### src/rtl/alu_driver_pkg.sv
// Shared types and constants for the ALU command/response driver.
// Opcode set, flag layout and the reference bitwise evaluation live here.
package alu_driver_pkg;

  typedef enum logic [1:0] {
    IDLE   = 2'd0,
    SETTLE = 2'd1,
    RESP   = 2'd2
  } state_e;

  localparam logic [3:0] OP_AND  = 4'd0;
  localparam logic [3:0] OP_OR   = 4'd1;
  localparam logic [3:0] OP_NOT  = 4'd2;
  localparam logic [3:0] OP_NOR  = 4'd3;
  localparam logic [3:0] OP_XOR  = 4'd4;
  localparam logic [3:0] OP_NAND = 4'd5;
  localparam logic [3:0] OP_MAX  = OP_NAND;

  // Bit positions inside rsp_flags.
  localparam int FLAG_COUT = 3;
  localparam int FLAG_NEG  = 2;
  localparam int FLAG_ZERO = 1;
  localparam int FLAG_OVF  = 0;

  function automatic logic op_legal(input logic [3:0] sel);
    return (sel <= OP_MAX);
  endfunction

  function automatic logic [31:0] op_eval(input logic [31:0] a,
                                          input logic [31:0] b,
                                          input logic [3:0]  sel);
    logic [31:0] y;
    case (sel)
      OP_AND:  y = a & b;
      OP_OR:   y = a | b;
      OP_NOT:  y = ~a;
      OP_NOR:  y = ~(a | b);
      OP_XOR:  y = a ^ b;
      OP_NAND: y = ~(a & b);
      default: y = 32'd0;
    endcase
    return y;
  endfunction

endpackage

### src/rtl/alu_driver_golden.sv
// Golden bitwise model of the held ALU operands with a sticky mismatch flag.
// Built only when ALU_DRIVER_CHECK_EN is defined.
module alu_driver_golden
  import alu_driver_pkg::*;
(
  input  logic        clk_i,
  input  logic        rst_i,
  input  logic        cap_i,
  input  logic [31:0] a_i,
  input  logic [31:0] b_i,
  input  logic [3:0]  sel_i,
  input  logic [31:0] y_i,
  output logic        mismatch_o
);

  logic [31:0] exp_s;
  logic        mismatch_q;

  assign exp_s = op_eval(a_i, b_i, sel_i);

  // Sticky: once the ALU disagrees on a capture edge, only rst clears it.
  always_ff @(posedge clk_i) begin
    if (rst_i) begin
      mismatch_q <= 1'b0;
    end else if (cap_i && (exp_s != y_i)) begin
      mismatch_q <= 1'b1;
    end else begin
      mismatch_q <= mismatch_q;
    end
  end

  assign mismatch_o = mismatch_q;

endmodule

### src/rtl/alu_driver.sv
// Drives an external combinational ALU from a valid/ready command stream and
// returns its result on a valid/ready response port. Optional checker: ALU_DRIVER_CHECK_EN.
module alu_driver
  import alu_driver_pkg::*;
#(
  parameter int unsigned SETTLE_CYCLES = 1
) (
  input  logic        clk,
  input  logic        rst,
  input  logic        cmd_valid,
  output logic        cmd_ready,
  input  logic [31:0] cmd_a,
  input  logic [31:0] cmd_b,
  input  logic [3:0]  cmd_sel,
  input  logic        cmd_cin,
  output logic [31:0] alu_A,
  output logic [31:0] alu_B,
  output logic [3:0]  alu_sel,
  output logic        alu_Cin,
  input  logic [31:0] alu_Y,
  input  logic        alu_Cout,
  input  logic        alu_Negative,
  input  logic        alu_Zero,
  input  logic        alu_Overflow,
  output logic        rsp_valid,
  input  logic        rsp_ready,
  output logic [31:0] rsp_y,
  output logic [3:0]  rsp_flags,
  output logic        rsp_err,
  output logic [15:0] op_count,
  output logic        mismatch
);

  // Counter starts at SETTLE_CYCLES-1 so capture lands SETTLE_CYCLES edges after accept.
  localparam logic [3:0] CNT_INIT = 4'(SETTLE_CYCLES - 1);

  state_e      state_q;
  logic        cmd_ready_q;
  logic        rsp_valid_q;
  logic [31:0] alu_a_q;
  logic [31:0] alu_b_q;
  logic [3:0]  alu_sel_q;
  logic        alu_cin_q;
  logic [31:0] rsp_y_q;
  logic [3:0]  rsp_flags_q;
  logic        rsp_err_q;
  logic [15:0] op_count_q;
  logic [3:0]  cnt_q;

  // Command accept, settle countdown, response capture and handshake.
  always_ff @(posedge clk) begin
    if (rst) begin
      state_q     <= IDLE;
      cmd_ready_q <= 1'b1;
      rsp_valid_q <= 1'b0;
      alu_a_q     <= 32'd0;
      alu_b_q     <= 32'd0;
      alu_sel_q   <= 4'd0;
      alu_cin_q   <= 1'b0;
      rsp_y_q     <= 32'd0;
      rsp_flags_q <= 4'd0;
      rsp_err_q   <= 1'b0;
      op_count_q  <= 16'd0;
      cnt_q       <= 4'd0;
    end else begin
      case (state_q)
        IDLE: begin
          if (cmd_valid && cmd_ready_q) begin
            cmd_ready_q <= 1'b0;
            if (op_legal(cmd_sel)) begin
              alu_a_q   <= cmd_a;
              alu_b_q   <= cmd_b;
              alu_sel_q <= cmd_sel;
              alu_cin_q <= cmd_cin;
              cnt_q     <= CNT_INIT;
              state_q   <= SETTLE;
            end else begin
              // Illegal opcode leaves the ALU inputs alone and answers at once.
              rsp_valid_q <= 1'b1;
              rsp_err_q   <= 1'b1;
              rsp_y_q     <= 32'd0;
              rsp_flags_q <= 4'd0;
              state_q     <= RESP;
            end
          end
        end
        SETTLE: begin
          if (cnt_q == 4'd0) begin
            rsp_y_q                <= alu_Y;
            rsp_flags_q[FLAG_COUT] <= alu_Cout;
            rsp_flags_q[FLAG_NEG]  <= alu_Negative;
            rsp_flags_q[FLAG_ZERO] <= alu_Zero;
            rsp_flags_q[FLAG_OVF]  <= alu_Overflow;
            rsp_err_q              <= 1'b0;
            rsp_valid_q            <= 1'b1;
            state_q                <= RESP;
          end else begin
            cnt_q <= cnt_q - 4'd1;
          end
        end
        RESP: begin
          if (rsp_ready) begin
            rsp_valid_q <= 1'b0;
            op_count_q  <= op_count_q + 16'd1;
            cmd_ready_q <= 1'b1;
            state_q     <= IDLE;
          end
        end
        default: begin
          state_q     <= IDLE;
          cmd_ready_q <= 1'b1;
          rsp_valid_q <= 1'b0;
        end
      endcase
    end
  end

  assign cmd_ready = cmd_ready_q;
  assign rsp_valid = rsp_valid_q;
  assign alu_A     = alu_a_q;
  assign alu_B     = alu_b_q;
  assign alu_sel   = alu_sel_q;
  assign alu_Cin   = alu_cin_q;
  assign rsp_y     = rsp_y_q;
  assign rsp_flags = rsp_flags_q;
  assign rsp_err   = rsp_err_q;
  assign op_count  = op_count_q;

`ifdef ALU_DRIVER_CHECK_EN
  logic cap_s;

  assign cap_s = (state_q == SETTLE) && (cnt_q == 4'd0);

  alu_driver_golden u_golden (
    .clk_i      (clk),
    .rst_i      (rst),
    .cap_i      (cap_s),
    .a_i        (alu_a_q),
    .b_i        (alu_b_q),
    .sel_i      (alu_sel_q),
    .y_i        (alu_Y),
    .mismatch_o (mismatch)
  );
`else
  assign mismatch = 1'b0;
`endif

endmodule

### config.mk
export PLATFORM = sky130hd
export DESIGN_NAME = alu_driver
export DESIGN_NICKNAME = d
export VERILOG_FILES = /design/src/rtl/alu_driver_pkg.sv /design/src/rtl/alu_driver_golden.sv /design/src/rtl/alu_driver.sv
export SDC_FILE = /design/constraint.sdc
export NUM_CORES = 1
export LEC_CHECK = 0
export CORE_MARGIN = 8
export CORE_UTILIZATION = 45
export DETAILED_ROUTE_END_ITERATION = 10
export DONT_BUFFER_PORTS = 1
export SYNTH_ARGS = -nofsm -noshare
export SYNTH_HDL_FRONTEND = slang
export SYNTH_SLANG_ARGS = --single-unit
### constraint.sdc
create_clock -name clk -period 2.9 [get_ports clk]
set_clock_uncertainty 0.1 [all_clocks]
set_input_delay 0.58 -clock clk [delete_from_list [all_inputs] [get_ports clk]]
set_output_delay 0.58 -clock clk [all_outputs]
set_load 0.03 [all_outputs]
==> flow_metrics.py <==
metrics = {
    "cts": {
        "path_clk_slew_ps": 60,
        "clock-root-buffer": "clkbuf_8",
        "cts_setup_buffers": 0,
        "cts_tree": "built",
        "cts_made_buffers": 17,
        "cts_resized": 0,
        "clockBufferDepth": 2,
        "htree_num_levels": 4,
        "cts.sinks": 130,
        "postCtsHoldBufs": 0,
        "insertion_delay_ps": 500,
    },
    "routing": {
        "remaining_drc_errors": 0,
        "drtIter0Drc": 311,
        "wl_per_cell_um": 17.46,
        "via_count": 3864,
        "drtAntennaViolNets": 0,
        "drt_wl_total_um": 12760,
        "viasPerCell": 5.286,
        "drtPass1Iterations": 5,
    },
    "floorplan": {
        "core-area_um2": 10700,
        "pin_count": 234,
        "rows": 38,
        "initial_utilization": 0.4537,
        "die_w_um": 119.9,
        "die_area_um2": 14360,
        "dieHeight_um": 119.9,
    },
    "place": {
        "place_congestion": 0.7842,
        "post-place-ws_ps": 640.9,
        "io_buffer_count": 0,
        "place_inst": 700,
        "hpwl_um": 9168,
    },
    "layout": {
        "stdcell_count": 731,
        "drive_gt1_frac": 0.07276,
        "seqCellArea_um2": 2603,
        "fillerInstances": 1031,
        "syn2layout_area_growth_pct": 12.43,
        "multi_input_area_um2": 2039,
        "utilization": 0.5101,
        "num-nets-final": 691,
        "antennaDiodeCount": 0,
    },
    "grt": {
        "antenna_found_initial": 0,
        "grt_pass1_vias": 3712,
        "grt_pass1_wl_um": 19840,
        "track_usage": 0.1705,
        "grt_overflow": 0,
        "grt_max_degree": 94,
    },
    "logic_synthesis": {
        "synth_mux_area_frac": 0.008507,
        "yosys_warnings": 0,
        "ys_seq_area_frac": 0.5362,
        "synth_fa_ha_area_frac": 0.007734,
        "yosys-top-cells-area": "dfxtp_1 (54%), nand2_1 (14%), a21oi_1 (7.6%), nand3_1 (4.5%), o21ai_0 (3.4%)",
        "synth-seq-cells": 130,
        "synth_area_um2": 4853,
        "synth_xor_area_frac": 0.02346,
        "async_flop_share": 0,
        "yosysTopAreaCell": "dfxtp_1",
        "yosysTopAreaCellShare": 0.5362,
        "synth_edf_count": 0,
        "netlist_instances": 595,
        "synth_top_family_by_area": "simple AND/OR/NAND/NOR gates",
        "synth-compound-area-share": 0.1263,
        "synth.avg_cell_area_um2": 8.157,
        "synthSimpleGateAreaFrac": 0.2521,
        "ys_types": 42,
        "syn_nets": 707,
        "synth_ff_type": "dfxtp_1",
    },
    "sta": {
        "grt_setup_unrepaired": "no",
        "tightest_slew_ps": 679.4,
        "fin_crit_sh": 0.7432,
        "timing.slew.headroom": 0.5470,
        "drv_slew": 0,
        "fin_crit_ps": 2155,
        "finalHoldViolCount": 0,
        "layout_setup_ws_ps": 744.8,
        "fin_hold_ws_ps": 60.61,
        "setup_viol": 0,
        "fin_setup_tns_ps": 0,
        "fmax_mhz": 464.0,
    },
    "worst_setup_path": {
        "cp.required_ps": 3160,
        "worstSetupPathType": "flop to flop",
        "r2r_slack_ps": 740,
        "startpoint_type": "flop",
        "crit_arrival_ps": 2410,
        "critPathCaptureType": "flop",
        "crit_fanout": 73,
    },
    "hold_path": {
        "hold_class": "input port to flop",
    },
    "power_and_ir_drop": {
        "vdd_ir_drop_max_v": 0.0003135,
        "power.leakage_nw": 1.896,
        "p_per_area_nw_per_um2": 750.3,
    },
    "status": {
        "outcome": "finished, final reports clean",
    },
    "job": {
        "cap_violations": 0,
    },
}
## registers in the layout, indices dropped and copies added (netlist names)
signal,count
alu_Cin,1
rsp_flags,4
alu_A,32
cmd_ready,1
cnt_q,4
op_count,16
alu_sel,4
rsp_err,1
state_q,2
rsp_y,32
rsp_valid,1
alu_B,32
## synth_stat cells, types with 4 or more instances
library cell and number:
nor2_1 21, o21ai_0 33, xor2_1 7, nand4_1 4
o21ai_1 5, nand2_1 182, xnor2_1 6, buf_2 16
a21oi_1 74, dfxtp_1 130, nand3_1 44, nor3_1 7
clkbuf_1 22
## placed cells by master, fill, tap and decap left out, drive strengths merged
cell     netlist  final
nor2          21     21
conb           1      1
nand4bb        1      1
mux2           1      1
xor2           7      7
a211oi         1      1
mux2i          3      3
bufinv         0      1
or3b           2      2
ha             3      3
o41ai          1      1
nand2b         1      1
a21oi         74     74
and4           1      1
and3           3      3
buf           20      9
inv            3      3
nand4          4      4
and2           1      1
dfxtp        130    130
nor4           2      2
and4b          1      1
nand3b         1      1
o22ai          1      1
nor3b          1      1
nor2b          3      3
o31a           1      1
nand2        182    182
xnor2          6      6
nor3           7      7
nor4bb         1      1
clkbuf        24     26
o31ai          1      1
clkinv         0      4
o21ai         38     38
and2b          1      1
or3            2      2
or4            1      1
nand3         44     44
## area by class of cell
type / instances / share of cell area
flip-flops and latches: 130 / 0.4770
inverters: 3 / 0.002064
repair buffers: 9 / 0.01468
multi-input cells: 418 / 0.3738
well taps: 140 / 0.03210
clock inverters: 5 / 0.009172
clock buffers: 26 / 0.09126
## stage by stage
step / area (um2) / power [mW]
5_1_grt: 5456 / 4.271
4_1_cts: 5456 / 4.154
6_report: 5456 / 4.094
3_3_place_gp: 4908 / 2.187
3_5_place_dp: 4908 / 2.197
2_1_floorplan: 4853 / 2.170
## power by group
group / switching, mW / internal (mW) / total, mW
combinational: 0.126 / 0.0569 / 0.183
clock: 0.701 / 1.24 / 1.94
sequential: 0.132 / 1.84 / 1.97
total: 0.959 / 3.14 / 4.09
## layer usage
metal / track usage / part of all wire
met1: 0.1903 / 0.39
met2: 0.2794 / 0.48
met3: 0.07938 / 0.11
met4: 0.06245 / 0.013
met5: 0 / 0
## critical path: stages, from the launching register on
cell and delay [ps]:
dfxtp_1 320, inv_1 100, ha_1 150, or3b_1 470, o22ai_4 130, buf_4 500, o21ai_0 200
## logic make-up (layout without fill, tap and decap cells)
kind of cell             Yosys count  count (layout)
AND/OR/NAND/NOR                  280             280
flip-flops                       130             130
AO/OA/AOI/OAI                    117             117
buffers and inverters             47              43
XOR/XNOR                          13              13
multiplexers                       4               4
adder cells (fa/ha/maj)            3               3
other                              1               1
## final timing paths
| kind | cells after the start | end | start |
|---|---|---|---|
| worst max-delay path | 6 | rsp_y[6]$_SDFFE_PP0P_ | cnt_q[0]$_SDFFE_PP0P_ |
| worst min-delay path | 1 | alu_B[9]$_SDFFE_PP0P_ | rst |
| worst max register to register | 6 | rsp_y[6]$_SDFFE_PP0P_ | cnt_q[0]$_SDFFE_PP0P_ |
| worst min register to register | 2 | cnt_q[0]$_SDFFE_PP0P_ | cnt_q[0]$_SDFFE_PP0P_ |
Note: power is estimated with default switching activity, not from simulation.
